File: src/rtl/baud_divisor_ctrl.sv
// Divisor update controller for the UART baud generator: range-checks host requests and
// swaps the divisor right after a baud rising edge, then holds the generator in reset for a
// settle window. Define BAUD_AUTOBAUD_EN to add rx-based autobaud measurement.
module baud_divisor_ctrl #(
  parameter int              DIV_W         = 12,
  parameter logic [DIV_W-1:0] DEFAULT_DIV  = 12'd325,
  parameter logic [DIV_W-1:0] MIN_DIV      = 12'd2,
  parameter int              SETTLE_CYCLES = 2
) (
  input  logic             Clk,
  input  logic             reset_n,
  input  logic             cfg_valid,
  input  logic [DIV_W-1:0] cfg_divisor,
  output logic             cfg_ready,
  input  logic             baud_in,
  output logic [DIV_W-1:0] divisor_out,
  output logic             gen_reset,
  output logic             busy,
  output logic             update_done,
  output logic             cfg_err,
  input  logic             err_clr
`ifdef BAUD_AUTOBAUD_EN
  ,
  input  logic             rx,
  input  logic             ab_start,
  output logic             ab_active
`endif
);

  localparam int CNT_W = DIV_W + 2;
  localparam logic [CNT_W-1:0] SETTLE_LAST  = CNT_W'(SETTLE_CYCLES - 1);
  localparam logic [CNT_W-1:0] TIMEOUT_LAST = CNT_W'((1 << (DIV_W + 1)) - 1);

  typedef enum logic [2:0] {
    S_INIT,
    S_IDLE,
    S_WAIT_EDGE,
    S_HOLD,
    S_RELEASE
`ifdef BAUD_AUTOBAUD_EN
    ,
    S_AB_FALL,
    S_AB_MEAS
`endif
  } state_t;

  state_t             state_q, state_d;
  logic [CNT_W-1:0]   cnt_q, cnt_d;
  logic [DIV_W-1:0]   staging_q, staging_d;
  logic [DIV_W-1:0]   div_q, div_d;
  logic               err_q, err_d;
  logic               baud_q;
  logic               gen_reset_q, gen_reset_d;
  logic               cfg_ready_q, cfg_ready_d;
  logic               busy_q, busy_d;
  logic               update_done_q, update_done_d;
  logic               baud_rise;

  assign baud_rise = baud_in & ~baud_q;

`ifdef BAUD_AUTOBAUD_EN
  logic               rx_meta_q, rx_sync_q, rx_prev_q;
  logic               rx_fall, rx_rise;
  logic [DIV_W:0]     ab_cnt_q, ab_cnt_d;
  logic [DIV_W:0]     ab_half;
  logic [DIV_W-1:0]   ab_div;
  logic               ab_active_q, ab_active_d;

  assign rx_fall = ~rx_sync_q & rx_prev_q;
  assign rx_rise = rx_sync_q & ~rx_prev_q;
  assign ab_half = ab_cnt_q >> 1;

  // Measured low time spans two bit periods' worth of half-counts; clamp into the legal range.
  always_comb begin
    ab_div = MIN_DIV;
    if (ab_half >= ({1'b0, MIN_DIV} + (DIV_W+1)'(1))) begin
      if ((ab_half - (DIV_W+1)'(1)) > {1'b0, {DIV_W{1'b1}}}) ab_div = {DIV_W{1'b1}};
      else                                                   ab_div = DIV_W'(ab_half - (DIV_W+1)'(1));
    end
  end
`endif

  // NOTE: every variable gets a default before the case so no path leaves one unassigned,
  // which would otherwise infer a latch.
  always_comb begin
    state_d   = state_q;
    cnt_d     = cnt_q;
    staging_d = staging_q;
    div_d     = div_q;
    err_d     = err_q;
`ifdef BAUD_AUTOBAUD_EN
    ab_cnt_d  = ab_cnt_q;
`endif
    if (err_clr) err_d = 1'b0;

    case (state_q)
      S_INIT: begin
        if (cnt_q == SETTLE_LAST) begin
          state_d = S_RELEASE;
          cnt_d   = '0;
        end else begin
          cnt_d = cnt_q + CNT_W'(1);
        end
      end
      S_IDLE: begin
`ifdef BAUD_AUTOBAUD_EN
        if (ab_start) begin
          state_d = S_AB_FALL;
        end else
`endif
        if (cfg_valid && cfg_ready_q) begin
          if (cfg_divisor < MIN_DIV) begin
            err_d = 1'b1;  // set wins over a simultaneous err_clr
          end else begin
            staging_d = cfg_divisor;
            state_d   = S_WAIT_EDGE;
            cnt_d     = '0;
          end
        end
      end
      S_WAIT_EDGE: begin
        if (baud_rise || (cnt_q == TIMEOUT_LAST)) begin
          state_d = S_HOLD;
          div_d   = staging_q;
          cnt_d   = '0;
        end else begin
          cnt_d = cnt_q + CNT_W'(1);
        end
      end
      S_HOLD: begin
        if (cnt_q == SETTLE_LAST) begin
          state_d = S_RELEASE;
          cnt_d   = '0;
        end else begin
          cnt_d = cnt_q + CNT_W'(1);
        end
      end
      S_RELEASE: begin
        state_d = S_IDLE;
      end
`ifdef BAUD_AUTOBAUD_EN
      S_AB_FALL: begin
        if (rx_fall) begin
          state_d  = S_AB_MEAS;
          ab_cnt_d = (DIV_W+1)'(1);
        end
      end
      S_AB_MEAS: begin
        if (rx_rise) begin
          staging_d = ab_div;
          state_d   = S_WAIT_EDGE;
          cnt_d     = '0;
        end else if (!rx_sync_q && (ab_cnt_q != '1)) begin
          ab_cnt_d = ab_cnt_q + (DIV_W+1)'(1);
        end
      end
`endif
      default: begin
        state_d = S_INIT;
        cnt_d   = '0;
      end
    endcase

    // Outputs are registered from the next state so they line up with the state they describe.
    gen_reset_d   = (state_d == S_INIT) || (state_d == S_HOLD);
    cfg_ready_d   = (state_d == S_IDLE);
    busy_d        = (state_d != S_IDLE);
    update_done_d = (state_d == S_RELEASE);
`ifdef BAUD_AUTOBAUD_EN
    ab_active_d   = (state_d == S_AB_FALL) || (state_d == S_AB_MEAS);
`endif
  end

  // NOTE: sequential state uses non-blocking assignments so every flop samples pre-edge values.
  always_ff @(posedge Clk or negedge reset_n) begin
    if (!reset_n) begin
      state_q       <= S_INIT;
      cnt_q         <= '0;
      staging_q     <= DEFAULT_DIV;
      div_q         <= DEFAULT_DIV;
      err_q         <= 1'b0;
      baud_q        <= 1'b0;
      gen_reset_q   <= 1'b1;
      cfg_ready_q   <= 1'b0;
      busy_q        <= 1'b1;
      update_done_q <= 1'b0;
    end else begin
      state_q       <= state_d;
      cnt_q         <= cnt_d;
      staging_q     <= staging_d;
      div_q         <= div_d;
      err_q         <= err_d;
      baud_q        <= baud_in;
      gen_reset_q   <= gen_reset_d;
      cfg_ready_q   <= cfg_ready_d;
      busy_q        <= busy_d;
      update_done_q <= update_done_d;
    end
  end

`ifdef BAUD_AUTOBAUD_EN
  // rx idles high, so the synchroniser resets to 1 to avoid a false falling edge.
  always_ff @(posedge Clk or negedge reset_n) begin
    if (!reset_n) begin
      rx_meta_q   <= 1'b1;
      rx_sync_q   <= 1'b1;
      rx_prev_q   <= 1'b1;
      ab_cnt_q    <= '0;
      ab_active_q <= 1'b0;
    end else begin
      rx_meta_q   <= rx;
      rx_sync_q   <= rx_meta_q;
      rx_prev_q   <= rx_sync_q;
      ab_cnt_q    <= ab_cnt_d;
      ab_active_q <= ab_active_d;
    end
  end

  assign ab_active = ab_active_q;
`endif

  assign cfg_ready   = cfg_ready_q;
  assign divisor_out = div_q;
  assign gen_reset   = gen_reset_q;
  assign busy        = busy_q;
  assign update_done = update_done_q;
  assign cfg_err     = err_q;

endmodule

File: config.mk
export PLATFORM = sky130hd
export DESIGN_NAME = baud_divisor_ctrl
export DESIGN_NICKNAME = d
export VERILOG_FILES = /design/src/rtl/baud_divisor_ctrl.sv
export SDC_FILE = /design/constraint.sdc
export NUM_CORES = 1
export LEC_CHECK = 0
export CAP_MARGIN = 20
export CORE_UTILIZATION = 53
export CTS_BUF_LIST = sky130_fd_sc_hd__clkbuf_16
export DETAILED_ROUTE_END_ITERATION = 10
export GPL_ROUTABILITY_DRIVEN = 0
export PLACE_DENSITY_LB_ADDON = 0.25
export RECOVER_POWER = 25
export SLEW_MARGIN = 30
export SYNTH_ARGS = -nofsm -noshare
export SYNTH_HDL_FRONTEND = slang
export SYNTH_SLANG_ARGS = --single-unit
File: constraint.sdc
create_clock -name Clk -period 2.8 [get_ports Clk]
set_input_delay 0.28 -clock Clk [delete_from_list [all_inputs] [get_ports Clk]]
set_output_delay 0.28 -clock Clk [all_outputs]
set_load 0.005 [all_outputs]
### Yosys cells after proc, flatten, opt, wreduce, memory -nomap -nowiden

Cells that the tools add are included.

| word-level totals | value |
|---|---|
| bits in registers | 47 |
| bits of input ports | 17 |
| output and inout bits | 17 |
| word-level logic and storage cells | 51 |

| operators by class | value |
|---|---|
| $add $sub $neg | 1 |
| order comparisons | 1 |
| equality and inequality tests | 12 |
| mux-type cells | 14 |
| bitwise operators | 4 |
| reductions and logical operators | 9 |

Operators with widths:

| cell | number |
|---|---|
| 2-to-1 mux 14 bit | 4 |
| case mux 14 bit (4 select lines) | 1 |
| adder 14 x 1 -> 14 bit, second input constant | 1 |
| == test 14 x 1 -> 1 bit, second input constant | 1 |
| == test 14 x 13 -> 1 bit, second input constant | 1 |
| < comparator 12 x 2 -> 1 bit, second input constant | 1 |
| 2-to-1 mux 3 bit | 4 |
| case mux 3 bit (4 select lines) | 1 |
| == test 3 x 2 -> 1 bit, second input constant | 3 |
| == test 3 x 1 -> 1 bit, second input constant | 2 |
| == test 3 bit, second input constant | 2 |
| logical NOT 3 bit | 2 |
| AND reduction 3 bit | 2 |
| 2-to-1 mux 1 bit | 4 |
| != test 2 bit, second input constant | 2 |
| != test 3 x 1 -> 1 bit, second input constant | 1 |
| inverter 1 bit | 3 |
| logical OR 1 bit | 2 |
| AND reduction 2 bit | 1 |
| OR reduction 2 bit | 1 |
| bitwise AND 1 bit | 1 |
| logical AND 1 bit | 1 |

### Logic depth before layout (Yosys ltp)

Gate-level depths: netlist (run 1).

| logic depth | value |
|---|---|
| word-level depth | 7 |
| depth in mapped cells | 8 |
| gate-level depth less buffers | 7 |

### Worst setup path before layout (run 1)

OpenSTA, ideal clock, no wires.

| timing path | value |
|---|---|
| path type | register to register |
| start point | reg cnt_q[0] |
| end point | reg div_q[10] (netlist: divisor_out[10]) |
| setup time | 0.125 ns |
| data arrival time | 1.846 ns |
| required time | 2.675 ns |
| path slack | 0.829 ns |
| stages on the path, launching flop included | 7 |
| buffers on the path | 1 |
| clock period less this slack | 1.971 ns |
| cells stage by stage | dfrtp_1 > ha_1 > nand4_2 > o41ai_4 > nand2b_2 > buf_6 > mux2_4 |

| on the way | value |
|---|---|
| word-level cells in the longest chain between the ends | 3 |

RTL lines:

| element | line | source |
|---|---|---|
| start: declaration | 48 | `logic [CNT_W-1:0] cnt_q, cnt_d;` |
| start signal: assignment | 189 | `cnt_q <= cnt_d;` |
| == test 14 x 13 -> 1 bit | 122 | `if (baud_rise \|\| (cnt_q == TIMEOUT_LAST)) begin` |
| logical OR 1 bit | 122 |  |
| AND reduction 2 bit (no source line) | -- |  |
| end signal: assignment | 191 | `div_q <= div_d;` |
| end: declaration | 50 | `logic [DIV_W-1:0] div_q, div_d;` |

Every way passes these cells.
A chain may end at the register's enable or synchronous reset.

### Worst setup path after layout (run 1)

| timing path | value |
|---|---|
| start point | reg cnt_q[0] |
| end point | reg div_q[9] (netlist: divisor_out[9]) |

The elaborated chain is that of the path after synthesis.

==> out/metrics.cfg, run 1 <==
[sta]
setup_viol = 0
tightest_slew_ns = 0.636
finalSetupTns_ns = 0
slew-limit-headroom_pct = 57.6
fin_crit_sh_pct = 82.3
rsz0062_at_grt = no
skew_ns = 0.00474
period_minus_slack_ns = 2.30
slew_viol_final = 0
fmax_mhz = 434
finalHoldViolCount = 15
hold_ws_ns = -0.0111

[setup_path]
start_kind = register
timing.rr.start = cnt_q[0]
cp.arrival_ns = 2.47
r2r_end = divisor_out[9]
cp-end-kind = register
critPathRequiredTime_ns = 2.97
cp-startpoint = cnt_q[0]
ff2ff_path_depth = 5
rrSetupSlack_ns = 0.50
crit_end = divisor_out[9]
cp_max_fo = 12
crit_type = reg -> reg

[clock_network]
clk_pin_slew_ns = 0.06
post_cts.repair.setup_buffers = 0
cts-root-buf = clkbuf_16
cts_tree = done
h-tree-depth = 2
cts_buffer_depth = 2
numCtsBuffers = 5
cts_resized = 0
cts_hold_buf = 0
clk_latency_ns = 0.28
cts_sinks = 47

[layout]
syn_to_final_growth_pct = 23.1
multi_input_area_um2 = 928
fillers = 287
antennaDiodeCount = 0
final_area_um2 = 2690
nNetsFinal = 238
seq_area_um2 = 1190
instances_no_fill = 268
drive_gt1_share_pct = 23.2

[floorplanning]
chipHeight_um = 66.2
rows = 22
die_w_um = 66.2
start_util_pct = 57.5
coreArea_um2 = 3800
die_area_um2 = 4380
io_pins = 34

[yosys]
synth_seq_cells = 47
yosys-top-cells-count = dfrtp_1, mux2_2, nor2_1
synthDistinctLibCells = 41
synth_top_cell_area_share_pct = 42.4
synth_area_leaders = dfrtp_1, dfstp_2, mux2_2
synth-edff-count = 0
synth_ff_type = dfrtp_1
synth_top_area_cell = dfrtp_1
yosysSeqAreaShare_pct = 54.4
yosysMostFrequentCell = dfrtp_1
synth_nets = 203
yosys_warnings = 0
syn_inst = 184
synth.cell_area_um2 = 2180
syn-mean-instance-area_um2 = 11.9
async_flop_share_pct = 100

[routing]
drt-total-wl_um = 4700
avgViaCountPerCell = 5.93
drc = 0
avgRoutedWirePerCell_um = 17.5
drt-pass1-iter-count = 4
drt_iter0_drc = 93
ant_nets = 0
num_vias = 1588

[placed_design]
place_area_um2 = 2540
dpl.hpwl_um = 3160
io_buffers = 33
placedCellCount = 260

[grt]
grt_max_degree = 48
grt_first_pass_wirelength_um = 7860
groute.usage.overall_pct = 24.4
grt_pass1_vias = 1675
antenna_found_initial = 0
gr-total-overflow = 0

[power]
power_density_nw_per_um2 = 484
leakagePower_nw = 1.22
power.total_mw = 1.30
worst_ir_drop_vdd_v = 0.000364

[job]
maxCapViolations = 0

[worst_hold_path]
min_path_type = in -> async

[outcome]
status = complete, but fails checks
violations = negative hold slack

==> sequential cells by signal (all words and copies together), names as in the netlist, 3 cells and up <==
name / count
divisor_out: 12
staging_q: 12
state_q: 3
cnt_q: 14
==> worst max-delay path, stage by stage, from the launching register on <==
cell and delay (ns):
dfrtp_1 0.42, ha_1 0.29, nand4_2 0.19, o41ai_4 0.54, nand2b_2 0.35, mux2_4 0.39
==> routing by layer <==
layer	vias up	GRT usage, %	part of all wire, %
met5	-	0	0
met1	795	30.2	44
met2	46	40.8	50
li1	741	-	-
met3	6	6.90	5.2
met4	0	7.98	1.1
==> worst min path at each step <==
stage | startpoint | to | slack, ns | cells past startpoint
global route | reset_n | staging_q[9] | 0.04 | 1
CTS | reset_n | divisor_out[5] | 0.20 | 1
global placement | reset_n | divisor_out[9] | 0.48 | 1
detailed placement | staging_q[7] | divisor_out[7] | 0.49 | 1
finish | reset_n | divisor_out[5] | -0.01 | 1
floorplan | reset_n | baud_q | -0.02 | 0
==> metrics by stage <==
stage | setup WS [ns] | utilization [%]
3_5_place_dp | 0.338 | 66.9
3_3_place_gp | 0.409 | 66.9
5_1_grt | 0.398 | 70.8
2_1_floorplan | 0.829 | -
4_1_cts | 0.498 | 70.7
6_report | 0.496 | 70.8
==> cells in the final DEF (no fill, tap or decap), types with 3 or more instances in the layout <==
cell type / n
o22ai_1: 3
nand4_1: 4
a22o_1: 3
inv_1: 7
dfstp_2: 10
mux2_2: 14
o21ai_0: 8
dfrtp_1: 37
nor4_1: 3
mux2_4: 10
a31oi_1: 3
a21oi_1: 10
nor3_1: 4
nor2_1: 13
or3_1: 4
nand3_1: 8
clkbuf_16: 5
clkdlybuf4s50_1: 32
nand2b_1: 4
nand2_1: 9
==> report_power, final <==
| part | switching [mW] | internal [mW] | total (mW) | leakage (nW) |
|---|---|---|---|---|
| Clock | 0.248 | 0.329 | 0.577 | 0.0658 |
| Combinational | 0.0208 | 0.0219 | 0.0426 | 0.574 |
| Sequential | 0.000228 | 0.680 | 0.681 | 0.582 |
| Total | 0.269 | 1.03 | 1.30 | 1.22 |
==> final cells by class <==
type	count	area share, %
clock inverter	3	0.745
clock buffer	5	4.66
sequential	47	44.2
inverter	8	1.12
timing repair buffer	34	12.5
multi-input combinational	123	34.5
tap	48	2.23
==> kinds of logic (layout without fill, tap and decap cells) <==
kind of cell,count (synthesis),after routing,synth area share [%]
simple gates,58,58,14.4
flops,47,47,54.4
compound gates,35,35,11.2
mux,25,25,14.6
buf+inv,14,50,3.04
xor+xnor,3,3,1.20
fa+ha+maj,2,2,1.15
No activity file was read; power rests on OpenSTA's default activity.
==> run 2: changes to the inputs <==
- CORE_UTILIZATION: 53 -> 48
- clock period: 2.8 -> 2.05 ns (I/O delays scaled with it)
==> run 2 against run 1 <==
Net effect:
- the run now ends clean
- sequential share of layout area is 2.4 points lower
- power is 37% higher
- hold slack better by 0.52 ns
- critical endpoint is now cnt_q[2]
- highest routed layer unchanged
==> out/metrics.cfg, run 2 (same netlist as run 1, synthesis figures left out) <==
[floorplanning]
rows = 24  ; +9.1%
die_area_um2 = 4820  ; +10%
start_util_pct = 50.1  ; -7.3 points
chipHeight_um = 69.4  ; +4.9%
coreArea_um2 = 4350  ; +15%
io_pins = 34  ; unchanged
die_w_um = 69.4  ; +4.9%

[sta]
finalSetupTns_ns = 0  ; unchanged
fmax_mhz = 530  ; +22%
skew_ns = 0.00308  ; -0.00165 ns
slew-limit-headroom_pct = 17.7  ; -40 points
period_minus_slack_ns = 1.89  ; -0.418 ns
rsz0062_at_grt = no
layout_setup_ws_ns = 0.165  ; -0.332 ns
fin_crit_sh_pct = 92.0  ; +9.7 points
slew_viol_final = 0  ; unchanged
tightest_slew_ns = 1.23  ; +0.598 ns
setup_viol = 0  ; unchanged
finalHoldViolCount = 0  ; -15

[grt]
grt_use_met3_pct = 5.52  ; -1.4 points
antenna_found_initial = 0  ; unchanged
groute.usage.overall_pct = 20.4  ; -4.0 points
gr-total-overflow = 0  ; unchanged
grt_max_degree = 26  ; -46%
top_usage_layer = met2
grt_pass1_vias = 1624  ; -3.0%
globalRouteMet2Util_pct = 34.1  ; -6.7 points
grt_first_pass_wirelength_um = 7670  ; -2.4%
gr-usage-met1_pct = 25.2  ; -5.0 points

[placed_design]
dpl.hpwl_um = 3220  ; +2.0%
io_buffers = 33  ; unchanged
placedCellCount = 274  ; +5.4%
pre_cts_ws_ns = -0.0828  ; -0.420 ns

[setup_path]
cp_slowest_cell = dfrtp_1
cp_max_fo = 10  ; -2
crit_chain = inv_1 > ha_1 > nor4b_4 > and4_4 > o22a_2 > o21ai_0 > a22o_1
crit_type = reg -> reg
cp-end-kind = register
cp.arrival_ns = 2.06  ; -0.41 ns
critical_path.max_stage_delay_ns = 0.40  ; -0.14 ns
start_kind = register
critPathRequiredTime_ns = 2.22  ; -0.75 ns

[power]
worst_ir_drop_vdd_v = 0.000289  ; -21%
leakagePower_nw = 1.30  ; +6.1%
power_density_nw_per_um2 = 625  ; +29%

[clock_network]
cts_tree = done
cts_buffer_depth = 2  ; unchanged
cts-root-buf = clkbuf_16
clk_pin_slew_ns = 0.06  ; about the same
clk_latency_ns = 0.28  ; about the same
cts_sinks = 47  ; unchanged
h-tree-depth = 2  ; unchanged
numCtsBuffers = 5  ; unchanged

[layout]
syn_to_final_growth_pct = 30.3
nNetsFinal = 250  ; +5.0%
instances_no_fill = 284  ; +6.0%
final_common_cell = dfrtp_1
drive_gt1_share_pct = 27.2  ; +4.0 points
antennaDiodeCount = 0  ; unchanged
regMostFlops = cnt_q
layout.cells.most_common_list = dfrtp_1, clkdlybuf4s50_1, mux2_2, nor2_1
largest_reg_flops = 14  ; unchanged

[worst_hold_path]
min_path_type = in -> reg

[routing]
drc = 0  ; unchanged
avgViaCountPerCell = 5.60  ; -5.5%
drt-total-wl_um = 4480  ; -4.7%
ant_nets = 0  ; unchanged
avgRoutedWirePerCell_um = 15.8  ; -10%
drt-pass1-iter-count = 4  ; unchanged
drt_iter0_drc = 101  ; +8.6%
num_vias = 1590  ; +0.13%

[job]
maxCapViolations = 0  ; unchanged

[outcome]
status = complete, no violations

-- run 2: routing by layer --
layer | part of all wire [%] | vias to the layer above
met4 | 1.5 | 0
met1 | 44 | 781
met5 | 0 | -
li1 | - | 755
met3 | 4.2 | 8
met2 | 50 | 46
-- run 2: timing repair --
| item | in CTS | in global routing |
|---|---|---|
| gates resized for setup | 1 | 4 |
| setup buffers | 0 | 1 |
| pin swaps | 0 | 1 |
| endpoints found under the hold margin | 16 | 0 |
| setup endpoints to repair | 3 | 24 |
| hold buffers | 1 | 0 |
-- run 2: layout make-up --
class / count / area [µm²]
clock inverters: 3 / 20.0
fillers: 337 / 1510
flip-flops and latches: 47 / 1190
well taps: 52 / 65.1
clock buffers: 5 / 125
repair buffers: 46 / 462
multi-input cells: 123 / 953
inverters: 8 / 30.0
-- run 2: final timing paths --
path | from | to | slack [ns] | cells after the start
max | cnt_q[1] | cnt_q[2] | 0.16 | 7
min | err_clr | cfg_err | 0.50 | 2
max reg2reg | cnt_q[1] | cnt_q[2] | 0.16 | 7
min reg2reg | staging_q[3] | divisor_out[3] | 0.50 | 1
max in group asynchronous | reset_n | busy | 0.54 | 3
min in group asynchronous | reset_n | staging_q[1] | 0.70 | 2
-- run 2: power by group --
part           internal (mW)  switching, mW  total [mW]  leakage [nW]
combinational         0.0350         0.0303      0.0653         0.647
sequential             0.929       0.000126       0.930         0.582
clock                  0.449          0.334       0.782        0.0658
-- run 2: metrics by stage --
| step | total power [mW] | utilization [%] | cell area (µm²) | hold slack (ns) |
|---|---|---|---|---|
| after floorplan | 0.952 | - | 2180 | -0.0906 |
| after global placement | 1.01 | 61.0 | 2660 | 0.195 |
| after detailed placement | 1.01 | 61.0 | 2660 | 0.206 |
| after CTS | 1.79 | 64.7 | 2820 | 0.396 |
| after global routing | 1.84 | 65.3 | 2840 | 0.513 |
| final | 1.78 | 65.3 | 2840 | 0.505 |
-- run 2: worst max-delay path: cells and delay by family (launching register included) --
family / cells / cell delay (ns)
AOI/OAI and AO/OA: 3 / 0.58
adders and majority gates: 1 / 0.16
and+or+nand+nor: 2 / 0.55
DFF: 1 / 0.40
buffers and inverters: 1 / 0.09
==> run 3: changes to the inputs <==
- CTS_CLUSTER_DIAMETER: default -> 150
==> results of run 3 <==
The final DEF is identical to that of run 2; final timing and power are the same.
